File: config.mk
export PLATFORM = sky130hd
export DESIGN_NAME = counter_monitor
export DESIGN_NICKNAME = d
export VERILOG_FILES = /design/src/rtl/counter_monitor.sv
export SDC_FILE = /design/constraint.sdc
export NUM_CORES = 1
export LEC_CHECK = 0
export ABC_CLOCK_PERIOD_IN_PS = 2450
export CAP_MARGIN = 20
export CORE_MARGIN = 2
export CORE_UTILIZATION = 35
export DETAILED_ROUTE_END_ITERATION = 16
export GPL_TIMING_DRIVEN = 0
export SKIP_LAST_GASP = 1
export SLEW_MARGIN = 20
export SYNTH_ARGS = -nofsm -noshare
export SYNTH_HDL_FRONTEND = slang
export SYNTH_SLANG_ARGS = --single-unit
File: constraint.sdc
create_clock -name clk -period 2.45 [get_ports clk]
set_input_delay 0.6125 -clock clk [delete_from_list [all_inputs] [get_ports clk]]
set_output_delay 0.6125 -clock clk [all_outputs]
set_load 0.02 [all_outputs]
File: src/rtl/counter_monitor.sv
// Passive scoreboard for an up/down triangle counter: rebuilds the expected count from the
// previous cycle's inputs, flags bad steps, and reports turnarounds, direction and lock.
module counter_monitor #(
    parameter int unsigned WIDTH  = 4,
    parameter int unsigned ERR_W  = 8,
    parameter int unsigned LOCK_N = 4
) (
    input  logic             clk,
    input  logic             syn_rst,
    input  logic             enb,
    input  logic             load,
    input  logic [WIDTH-1:0] data_in,
    input  logic [WIDTH-1:0] count,
    output logic             dir_up,
    output logic             peak,
    output logic             trough,
    output logic             step_err,
    output logic [ERR_W-1:0] err_cnt,
    output logic             locked
);

    localparam int unsigned GW = $clog2(LOCK_N + 1);
    localparam logic [WIDTH-1:0] MAX    = '1;
    localparam logic [WIDTH-1:0] MAX_M1 = {{(WIDTH-1){1'b1}}, 1'b0};
    localparam logic [WIDTH-1:0] ONE    = {{(WIDTH-1){1'b0}}, 1'b1};
    localparam logic [WIDTH-1:0] ZERO   = '0;
    localparam logic [GW-1:0]    LOCK_V = GW'(LOCK_N);

    typedef enum logic {StSync, StTrack} state_e;

    state_e           state_q, state_d;
    logic [WIDTH-1:0] prev_count_q, prev_data_q;
    logic             prev_enb_q, prev_load_q, prev_dir_q;
    logic             dir_q, dir_d;
    logic             peak_q, peak_d, trough_q, trough_d;
    logic             step_err_q, step_err_d, locked_q, locked_d;
    logic [ERR_W-1:0] err_q, err_d;
    logic [GW-1:0]    good_q, good_d;
    logic [WIDTH-1:0] exp_count;
    logic             mismatch;

    always_comb begin
        exp_count = prev_count_q;
        if (prev_load_q) begin
            exp_count = prev_data_q;
        end else if (prev_enb_q) begin
            // Step direction is the one in force when the previous sample was taken.
            exp_count = prev_dir_q ? prev_count_q + ONE : prev_count_q - ONE;
        end
        mismatch = (count != exp_count);
    end

    always_comb begin
        state_d    = state_q;
        dir_d      = dir_q;
        peak_d     = 1'b0;
        trough_d   = 1'b0;
        step_err_d = 1'b0;
        err_d      = err_q;
        good_d     = good_q;
        locked_d   = locked_q;

        if (enb && count == MAX_M1) begin
            dir_d = 1'b0;
        end else if (enb && count == ONE) begin
            dir_d = 1'b1;
        end

        unique case (state_q)
            StSync: begin
                state_d = StTrack;
            end
            StTrack: begin
                if (mismatch) begin
                    step_err_d = 1'b1;
                    if (err_q != '1) begin
                        err_d = err_q + 1'b1;
                    end
                    good_d   = '0;
                    locked_d = 1'b0;
                end else begin
                    if (good_q != LOCK_V) begin
                        good_d = good_q + 1'b1;
                    end
                    locked_d = (good_d == LOCK_V);
                    peak_d   = prev_enb_q && !prev_load_q && prev_count_q == MAX_M1 &&
                               count == MAX;
                    trough_d = prev_enb_q && !prev_load_q && prev_count_q == ONE &&
                               count == ZERO;
                end
            end
            default: state_d = StSync;
        endcase
    end

    always_ff @(posedge clk) begin
        if (syn_rst) begin
            state_q      <= StSync;
            prev_count_q <= '0;
            prev_data_q  <= '0;
            prev_enb_q   <= 1'b0;
            prev_load_q  <= 1'b0;
            prev_dir_q   <= 1'b1;
            dir_q        <= 1'b1;
            peak_q       <= 1'b0;
            trough_q     <= 1'b0;
            step_err_q   <= 1'b0;
            err_q        <= '0;
            good_q       <= '0;
            locked_q     <= 1'b0;
        end else begin
            state_q      <= state_d;
            prev_count_q <= count;
            prev_data_q  <= data_in;
            prev_enb_q   <= enb;
            prev_load_q  <= load;
            prev_dir_q   <= dir_q;
            dir_q        <= dir_d;
            peak_q       <= peak_d;
            trough_q     <= trough_d;
            step_err_q   <= step_err_d;
            err_q        <= err_d;
            good_q       <= good_d;
            locked_q     <= locked_d;
        end
    end

    assign dir_up   = dir_q;
    assign peak     = peak_q;
    assign trough   = trough_q;
    assign step_err = step_err_q;
    assign err_cnt  = err_q;
    assign locked   = locked_q;

endmodule
### Word-level counts from Yosys, hierarchy flattened

Index checks and enable logic that the tools add are counted.
W data, S select, Z words.

| word-level totals | value |
|---|---|
| word-level logic and storage cells | 52 |
| output and inout port bits | 13 |
| flip-flop bits (word level) | 28 |
| input port bits | 12 |

| operators by class | value |
|---|---|
| muxes and demuxes | 12 |
| bitwise logic cells | 1 |
| equal/unequal tests | 9 |
| reductions and logical operators | 13 |
| add/subtract/negate cells | 4 |

Operator list:

| kind | number |
|---|---|
| $eq A4 B4 Y1 const B | 3 |
| $mux W3 | 4 |
| $mux W4 | 3 |
| $add A8 B1 Y8 const B | 1 |
| $eq A4 B1 Y1 const B | 2 |
| $ne A8 B8 Y1 const B | 1 |
| $logic_and A1 B1 Y1 | 7 |
| $mux W1 | 5 |
| $add A4 B1 Y4 const B | 1 |
| $logic_not A4 Y1 | 1 |
| $ne A4 B4 Y1 | 1 |
| $sub A4 B1 Y4 const B | 1 |
| $add A3 B1 Y3 const B | 1 |
| $eq A3 B3 Y1 const B | 1 |
| $ne A3 B3 Y1 const B | 1 |
| $reduce_and A3 Y1 | 1 |
| $reduce_or A3 Y1 | 1 |
| $reduce_bool A2 Y1 | 1 |
| $reduce_or A2 Y1 | 1 |
| $logic_not A1 Y1 | 1 |
| $not A1 Y1 | 1 |

### Depth between registers and ports, before layout

Gate-level depths: netlist of the first run.

| logic depth | value |
|---|---|
| word-level depth | 9 |
| depth in mapped cells | 9 |
| mapped depth without buffers | 8 |

### Least setup slack after synthesis of the first run

Ideal clock, no wire load.

| path | value |
|---|---|
| path kind | register -> register |
| start | register prev_count_q[0] |
| end | register locked_q, in the netlist locked |
| slack | -7 ps |
| path buffers | 1 |
| clock period less this slack | 2457 ps |
| required time | 2380 ps |
| data arrival time | 2387 ps |
| library setup time | 70 ps |
| cell stages (with the launch flop) | 10 |
| path through | dfxtp_1 > inv_1 > ha_1 > xnor3_1 > nand2_1 > a41oi_1 > or3_1 > buf_6 > or4_1 > a21oi_1 |

| on the way | value |
|---|---|
| cells in the longest elaborated chain, start to end | 6 |
| elaborated cells between the ends (all ways) | 7 |
| classes of those cells | 2 x add/sub; 1 x eq/ne; 4 x mux |

Ends and longest elaborated chain:

| what | line | text |
|---|---|---|
| start, declared | 32 | `logic [WIDTH-1:0] prev_count_q, prev_data_q;` |
| start signal, assigned | 113 | `prev_count_q <= count;` |
| $sub A4 B1 Y4 or $add A4 B1 Y4 (tied branches) | 48 | `exp_count = prev_dir_q ? prev_count_q + ONE : prev_count_q - ONE;` |
| $mux W4 | 48 |  |
| $mux W4 * | 46 | `end else if (prev_enb_q) begin` |
| $mux W4 * | 44 | `if (prev_load_q) begin` |
| $ne A4 B4 Y1 * | 50 | `mismatch = (count != exp_count);` |
| $mux W1 * | 74 | `if (mismatch) begin` |
| end signal, assigned | 124 | `locked_q <= locked_d;` |
| end, declared | 36 | `logic step_err_q, step_err_d, locked_q, locked_d;` |

Mark *: on every way between the ends. The rest lies on a longest branch, timed or not.
A chain may end at the register's enable or synchronous reset.

### Worst setup path after layout of the first run

Ends and elaborated chain as after synthesis.

==> results_dict.tcl, run 1 <==
set metrics [dict create \
    status "finished, final reports clean" \
    layout_min_cycle_time_ns 2.36 \
    hp-class "reg2reg" \
    async_flop_share 0 \
    fin_skew_ns 0.00413 \
    critical_path.most_common_cell "or3_1" \
    arrival_ns 2.56 \
    grt_max_degree 15 \
    port_buffers 20 \
    netlist.area_leader.share 0.397 \
    cts_root_buf "clkbuf_8" \
    stdcell_count 234 \
    synth-seq-cells 28 \
    antenna_found_initial 0 \
    synth_edf_count 0 \
    drt_wl_total_mm 3.11 \
    crit_path_end_kind "flip-flop" \
    avgRoutedWirePerCell_um 13.3 \
    holdBufCountCts 0 \
    floorplan.die.width_um 67.5 \
    worstSetupStartpoint "prev_count_q[0]" \
    synth_cells 156 \
    start_kind "flip-flop" \
    netlist_area_sq_um 1410 \
    num_vias 1200 \
    ir_drop_mv 0.261 \
    worstPathMaxFanout 7 \
    via_per_inst 5.13 \
    rsz0062_at_grt "false" \
    syn_to_final_growth_pct 26.5 \
    grt_pass1_wl_mm 5.06 \
    synth-seq-area-share 0.397 \
    synth.top_cells.by_count "28 x dfxtp_1, 15 x nor2b_1, 11 x nor2_1" \
    yosys_warnings 0 \
    syn_nets 175 \
    finalSetupViolCount 0 \
    core_sq_um 3940 \
    synth_largest_area_cell "dfxtp_1" \
    cts_tree "yes" \
    fin_util 0.453 \
    dp_cells 226 \
    cp.required_ns 2.65 \
    h-tree-depth 1 \
    min_from "locked" \
    crit_type "reg2reg" \
    relSlewSlack 0.634 \
    numCtsBuffers 3 \
    gp_congestion 0.865 \
    power.density_nw_per_um2 489 \
    synth_ff_type "dfxtp_1" \
    rows 23 \
    grtUsageTotal 0.147 \
    nets 205 \
    cts.sinks 28 \
    drt_first_iter_violations 26 \
    clk_pin_slew_worst_paths_ns 0.09 \
    drc 0 \
    diodes 0 \
    fill_cells 381 \
    reg2reg_from "prev_count_q[0]" \
    path_delay_family "simple AND/OR/NAND/NOR gates" \
    worst_skew_pair.late_latency_ns 0.27 \
    leakagePower_nw 0.711 \
    dp_hpwl_mm 2.23 \
    postRouteAntennaNets 0 \
    critical_path_buf_inv_count 2 \
    initial_core_util 0.358 \
    crit_chain "buf_4, nor4_1, or3_1, a41oi_2, or3_1, buf_6, or4_1, a21oi_1" \
    maxCapViolations 0 \
    tightestPinTransition_ns 0.546 \
    yosysMostFrequentCell "dfxtp_1" \
    finalHoldViolations 0 \
    io_pins 25 \
    dr.pass1.iters 4 \
    first_global_vias 1133 \
    grt-ovfl-total 0 \
    period_share 0.963 \
    finalMaxSlewViolations 0 \
    die_area_sq_um 4560 \
    fmax_mhz 424 \
    syn_area_per_cell_sq_um 9.06 \
    ys_top_cells_by_area "dfxtp_1 40%, nor2b_1 6.6%, ha_1 6.2%" \
    tns_ns 0 \
    ys_types 39 \
    clock_path_buffers 2 \
    drive_above_1_share 0.147 \
    cp_slowest_cell "or4_1" \
    critPathMaxStageDelay_ns 0.46 \
    dieHeight_um 67.5 \
]
-- area by class of cell --
cell class / count / area [sq um] / area share
multi-input combinational: 111 / 795 / 0.445
sequential: 28 / 568 / 0.318
timing repair buffer: 25 / 238 / 0.133
tap: 50 / 62.6 / 0.0350
buffer: 9 / 52.6 / 0.0294
clock buffer: 3 / 41.3 / 0.0231
inverter: 8 / 30.0 / 0.0168
-- report_power, final --
part	switching (mW)	total, mW	internal [mW]
combinational	0.0707	0.143	0.0724
sequential	0.0148	0.486	0.471
clock	0.135	0.245	0.110
-- path summary, 6_finish.rpt --
path             to  slack [ns]  cells after the start
max reg2reg  locked        0.09                      8
max          locked        0.09                      8
min reg2reg  locked        0.48                      2
min          locked        0.48                      2
-- state kept, by name, indices dropped and copies added (netlist names), 3 cells and up --
name	count
err_cnt	8
good_q	3
prev_count_q	4
prev_data_q	4
-- through the flow --
step / instance area, sq um / hold slack, ns / power, mW / worst slack (ns)
finish: 1790 / 0.484 / 0.874 / 0.0905
global route: 1790 / 0.529 / 0.915 / 0.000224
CTS: 1770 / 0.482 / 0.878 / 0.0479
detailed placement: 1680 / 0.458 / 0.627 / -0.257
global placement: 1680 / 0.452 / 0.623 / -0.188
floorplan: 1410 / 0.470 / 0.582 / 0.00165
-- cell families (layout without fill, tap and decap cells) --
family | after synthesis | after routing | synth area share
and+or+nand+nor | 65 | 65 | 0.250
DFF | 28 | 28 | 0.397
xor gates and xnor gates | 10 | 10 | 0.0717
buffers and inverters | 17 | 45 | 0.0585
AOI/OAI and AO/OA | 20 | 20 | 0.0921
adders and majority gates | 7 | 7 | 0.0620
muxes | 9 | 9 | 0.0691
-- what timing repair did --
item | CTS | global route
pin swaps | 4 | 0
resized for setup | 6 | 2
setup endpoints to repair | 11 | 3
buffers inserted | 5 | 0
-- cell usage in the layout (no fill, tap or decap), types with 2 or more instances in the layout --
cell type and n:
xor2_1 2, buf_4 5, nand3_1 9, or2_2 2
nor4_1 2, clkbuf_8 3, nor2_1 11, clkbuf_1 4
xnor2_1 7, nand2_1 7, mux2_2 5, ha_1 7
dfxtp_1 26, mux2i_1 2, nand4_1 4, a31oi_1 2
buf_2 2, o21ai_0 2, buf_6 2, or3_1 3
nor3_1 3, nor2b_1 15, a21oi_1 7, inv_1 7
and3_1 5, clkdlybuf4s50_1 20, dfxtp_4 2
-- layer usage --
metal | vias up | routed length [um] | part of all wire | global-route usage
met5 | - | 0 | 0 | 0
met4 | 0 | 57 | 0.018 | 0.0612
met3 | 8 | 137 | 0.044 | 0.0267
met2 | 31 | 1450 | 0.47 | 0.237
met1 | 568 | 1470 | 0.47 | 0.192
li1 | 593 | - | - | -
-- worst register-to-register path, delay by kind of cell (launching register included) --
kind | cells | cell delay (ns)
flip-flops | 1 | 0.37
AO/OA/AOI/OAI | 2 | 0.28
buffers and inverters | 2 | 0.28
AND/OR/NAND/NOR | 4 | 1.38
No activity file was read; power rests on OpenSTA's default activity.
==> run 2, diff against run 1 <==
--- a/config.mk
+++ b/config.mk
@@ -9,6 +9,7 @@
 export CAP_MARGIN = 20
 export CORE_MARGIN = 2
 export CORE_UTILIZATION = 35
+export CTS_CLUSTER_DIAMETER = 30
 export DETAILED_ROUTE_END_ITERATION = 16
 export GPL_TIMING_DRIVEN = 0
 export SKIP_LAST_GASP = 1
==> results of run 2 <==
Final layout, timing and power as in run 1 (identical DEF).
==> run 3, diff against run 2 <==
--- a/config.mk
+++ b/config.mk
@@ -5,6 +5,7 @@
 export SDC_FILE = /design/constraint.sdc
 export NUM_CORES = 1
 export LEC_CHECK = 0
+export ABC_AREA = 1
 export ABC_CLOCK_PERIOD_IN_PS = 2450
 export CAP_MARGIN = 20
 export CORE_MARGIN = 2
==> run 3 against run 2 <==
  * Clock-buffer cell count did not move
  * Largest cell class unchanged
  * Worst hold slack got worse by 0.014 ns
  * Critical endpoint is now err_cnt[3]
  * Die area increased by 5.3%
  * First-iteration DRC count is 120% higher
  * Register-to-register slack better by 0.26 ns
==> results_dict.tcl, run 3 <==
set metrics [dict create \
    nets 252 \
    whs_path_depth 2 \
    initial_core_util 0.368 \
    wl_met1_mm 1.53 \
    finalSetupViolCount 0 \
    synth_cells 204 \
    crit_path_end_kind "flip-flop" \
    tns_ns 0 \
    regToRegEndpoint "err_cnt[3]" \
    finalHoldViolations 0 \
    grtUsageTotal 0.139 \
    r2r_slack_ns 0.35 \
    fin_skew_ns 0.00203 \
    worstPathMaxFanout 10 \
    final_cell_mix "43 x nand2_1, 28 x inv_1, 28 x dfxtp_1, 24 x clkdlybuf4s50_1, 21 x nor2_1" \
    highest_layer "met4" \
    dp_hpwl_mm 2.29 \
    dr_wl_met3_um 93 \
    cts_resized 0 \
    leakagePower_nw 0.797 \
    path_delay_family "simple AND/OR/NAND/NOR gates" \
    dieHeight_um 69.3 \
    netlist_area_sq_um 1490 \
    postRouteAntennaNets 0 \
    ir_drop_mv 0.239 \
    critical_path_buf_inv_count 2 \
    post-cts-setup-buffer-count 0 \
    async_flop_share 0 \
    min_from "locked" \
    holdBufCountCts 0 \
    layout_min_cycle_time_ns 2.10 \
    p_total_uw 984 \
    clk_pin_slew_worst_paths_ns 0.10 \
    cp_slowest_cell "dfxtp_1" \
    first_global_vias 1226 \
    synth_ff_type "dfxtp_1" \
    yosys_warnings 0 \
    dr.pass1.iters 4 \
    ys_top_cells_by_area "dfxtp_1 38%, nand2_1 11%, inv_1 7.0%" \
    cts_root_buf "clkbuf_8" \
    largest_reg_flops 8 \
    antenna_found_initial 0 \
    worst_skew_pair.late_latency_ns 0.28 \
    core_sq_um 4060 \
    via_per_inst 4.66 \
    layout_setup_ws_ns 0.347 \
    rsz0062_at_grt "false" \
    synth_largest_area_cell "dfxtp_1" \
    port_buffers 24 \
    cp.required_ns 2.67 \
    tightestPinTransition_ns 0.519 \
    io_pins 25 \
    mostFrequentLayoutCell "nand2_1" \
    drt_wl_total_mm 3.05 \
    hold_end "locked" \
    num_vias 1315 \
    crit_chain "inv_1, ha_1, inv_1, nor2_1, o21ai_1, nand2_1, nand2_1, nand3_2, nor2_2, nand2_4, nand3_4, nand2_1, a21oi_1" \
    gp_congestion 0.847 \
    syn_area_per_cell_sq_um 7.31 \
    rr_worst_depth 13 \
    critical_path.most_common_cell "nand2_1" \
    synth-seq-cells 28 \
    grt-ovfl-total 0 \
    die_area_sq_um 4800 \
    place_ws_ns 0.295 \
    wl_met2_mm 1.36 \
    avgRoutedWirePerCell_um 10.8 \
    power.density_nw_per_um2 528 \
    cts_tree "yes" \
    critPathMaxStageDelay_ns 0.44 \
    drc 0 \
    start_kind "flip-flop" \
    finalMaxSlewViolations 0 \
    floorplan.die.width_um 69.3 \
    yosysMostFrequentCell "nand2_1" \
    grt_pass1_wl_mm 5.42 \
    grt_max_degree 17 \
    hp-class "reg2reg" \
    arrival_ns 2.32 \
    maxCapViolations 0 \
    ys_types 28 \
    status "finished, final reports clean" \
    design_area_sq_um 1870 \
    rows 23 \
    clock_path_buffers 2 \
    synth_edf_count 0 \
    syn_to_final_growth_pct 25.1 \
    reg2reg_from "prev_count_q[0]" \
    cts.sinks 28 \
    drt_first_iter_violations 57 \
    h-tree-depth 1 \
    period_share 0.858 \
    diodes 0 \
    fin_util 0.460 \
    relSlewSlack 0.654 \
    fmax_mhz 476 \
    drive_above_1_share 0.0905 \
    netlist.area_leader.share 0.376 \
    synth.top_cells.by_count "43 x nand2_1, 28 x dfxtp_1, 28 x inv_1" \
    numCtsBuffers 3 \
    syn_nets 223 \
    crit_type "reg2reg" \
    synth-seq-area-share 0.376 \
    postPlaceCellArea_sq_um 1790 \
]
[run 3: changes by cell type after synthesis, moves of 6 or more]
| cell | before | now |
|---|---|---|
| nor2b_1 | 15 | 0 |
| nand2_1 | 7 | 43 |
| inv_1 | 8 | 28 |
| nand4_1 | 4 | 15 |
| nand3_1 | 9 | 15 |
| nor2_1 | 11 | 21 |
[run 3: stage by stage]
stage	hold slack, ns	std cells
6_report	0.471	282
5_1_grt	0.516	282
4_1_cts	0.476	282
3_5_place_dp	0.455	278
3_3_place_gp	0.451	278
2_1_floorplan	0.447	204
[run 3: logic make-up after synthesis]
kind of cell    Yosys count  synth area share
flops                    28             0.376
simple gates            110             0.363
fa+ha+maj                 7            0.0587
buf+inv                  34            0.0881
compound gates           17            0.0671
xor+xnor                  8            0.0470
[run 3: layer usage]
layer / global-route usage / up-vias
met5: 0 / -
met4: 0.0697 / 0
met3: 0.0233 / 5
met2: 0.225 / 24
met1: 0.178 / 572
li1: - / 714
[run 3: final cells by class]
cell class | instances | area, sq um
clock buffers | 3 | 41.3
plain buffers | 4 | 18.8
inverters | 30 | 113
clock inverters | 1 | 30.0
repair buffers | 24 | 240
fillers | 425 | 2190
multi-input cells | 142 | 800
flip-flops and latches | 28 | 561
well taps | 50 | 62.6
[run 3: worst max path at each step]
stage          slack [ns]    endpoint       startpoint  depth (start not counted)
2_1_floorplan        0.63   good_q[1]  prev_count_q[0]                         13
3_3_place_gp         0.30  err_cnt[0]         count[1]                         10
3_5_place_dp         0.29  err_cnt[0]         count[1]                         10
4_1_cts              0.35  err_cnt[3]  prev_count_q[0]                         13
5_1_grt              0.08  err_cnt[1]  prev_count_q[0]                         14
6_report             0.35  err_cnt[3]  prev_count_q[0]                         13
[run 3: worst reg2reg max path, stage by stage (launching register included)]
cell and delay (ns):
dfxtp_1 0.44, inv_1 0.11, ha_1 0.29, inv_1 0.07
nor2_1 0.04, o21ai_1 0.23, nand2_1 0.08, nand2_1 0.08
nand3_2 0.07, nor2_2 0.16, nand2_4 0.13, nand3_4 0.14
nand2_1 0.07, a21oi_1 0.12
[run 3: report_power, final]
| part | internal, mW | switching (mW) |
|---|---|---|
| clock | 0.219 | 0.152 |
| sequential | 0.470 | 0.0137 |
| combinational | 0.0547 | 0.0752 |
| total | 0.744 | 0.240 |
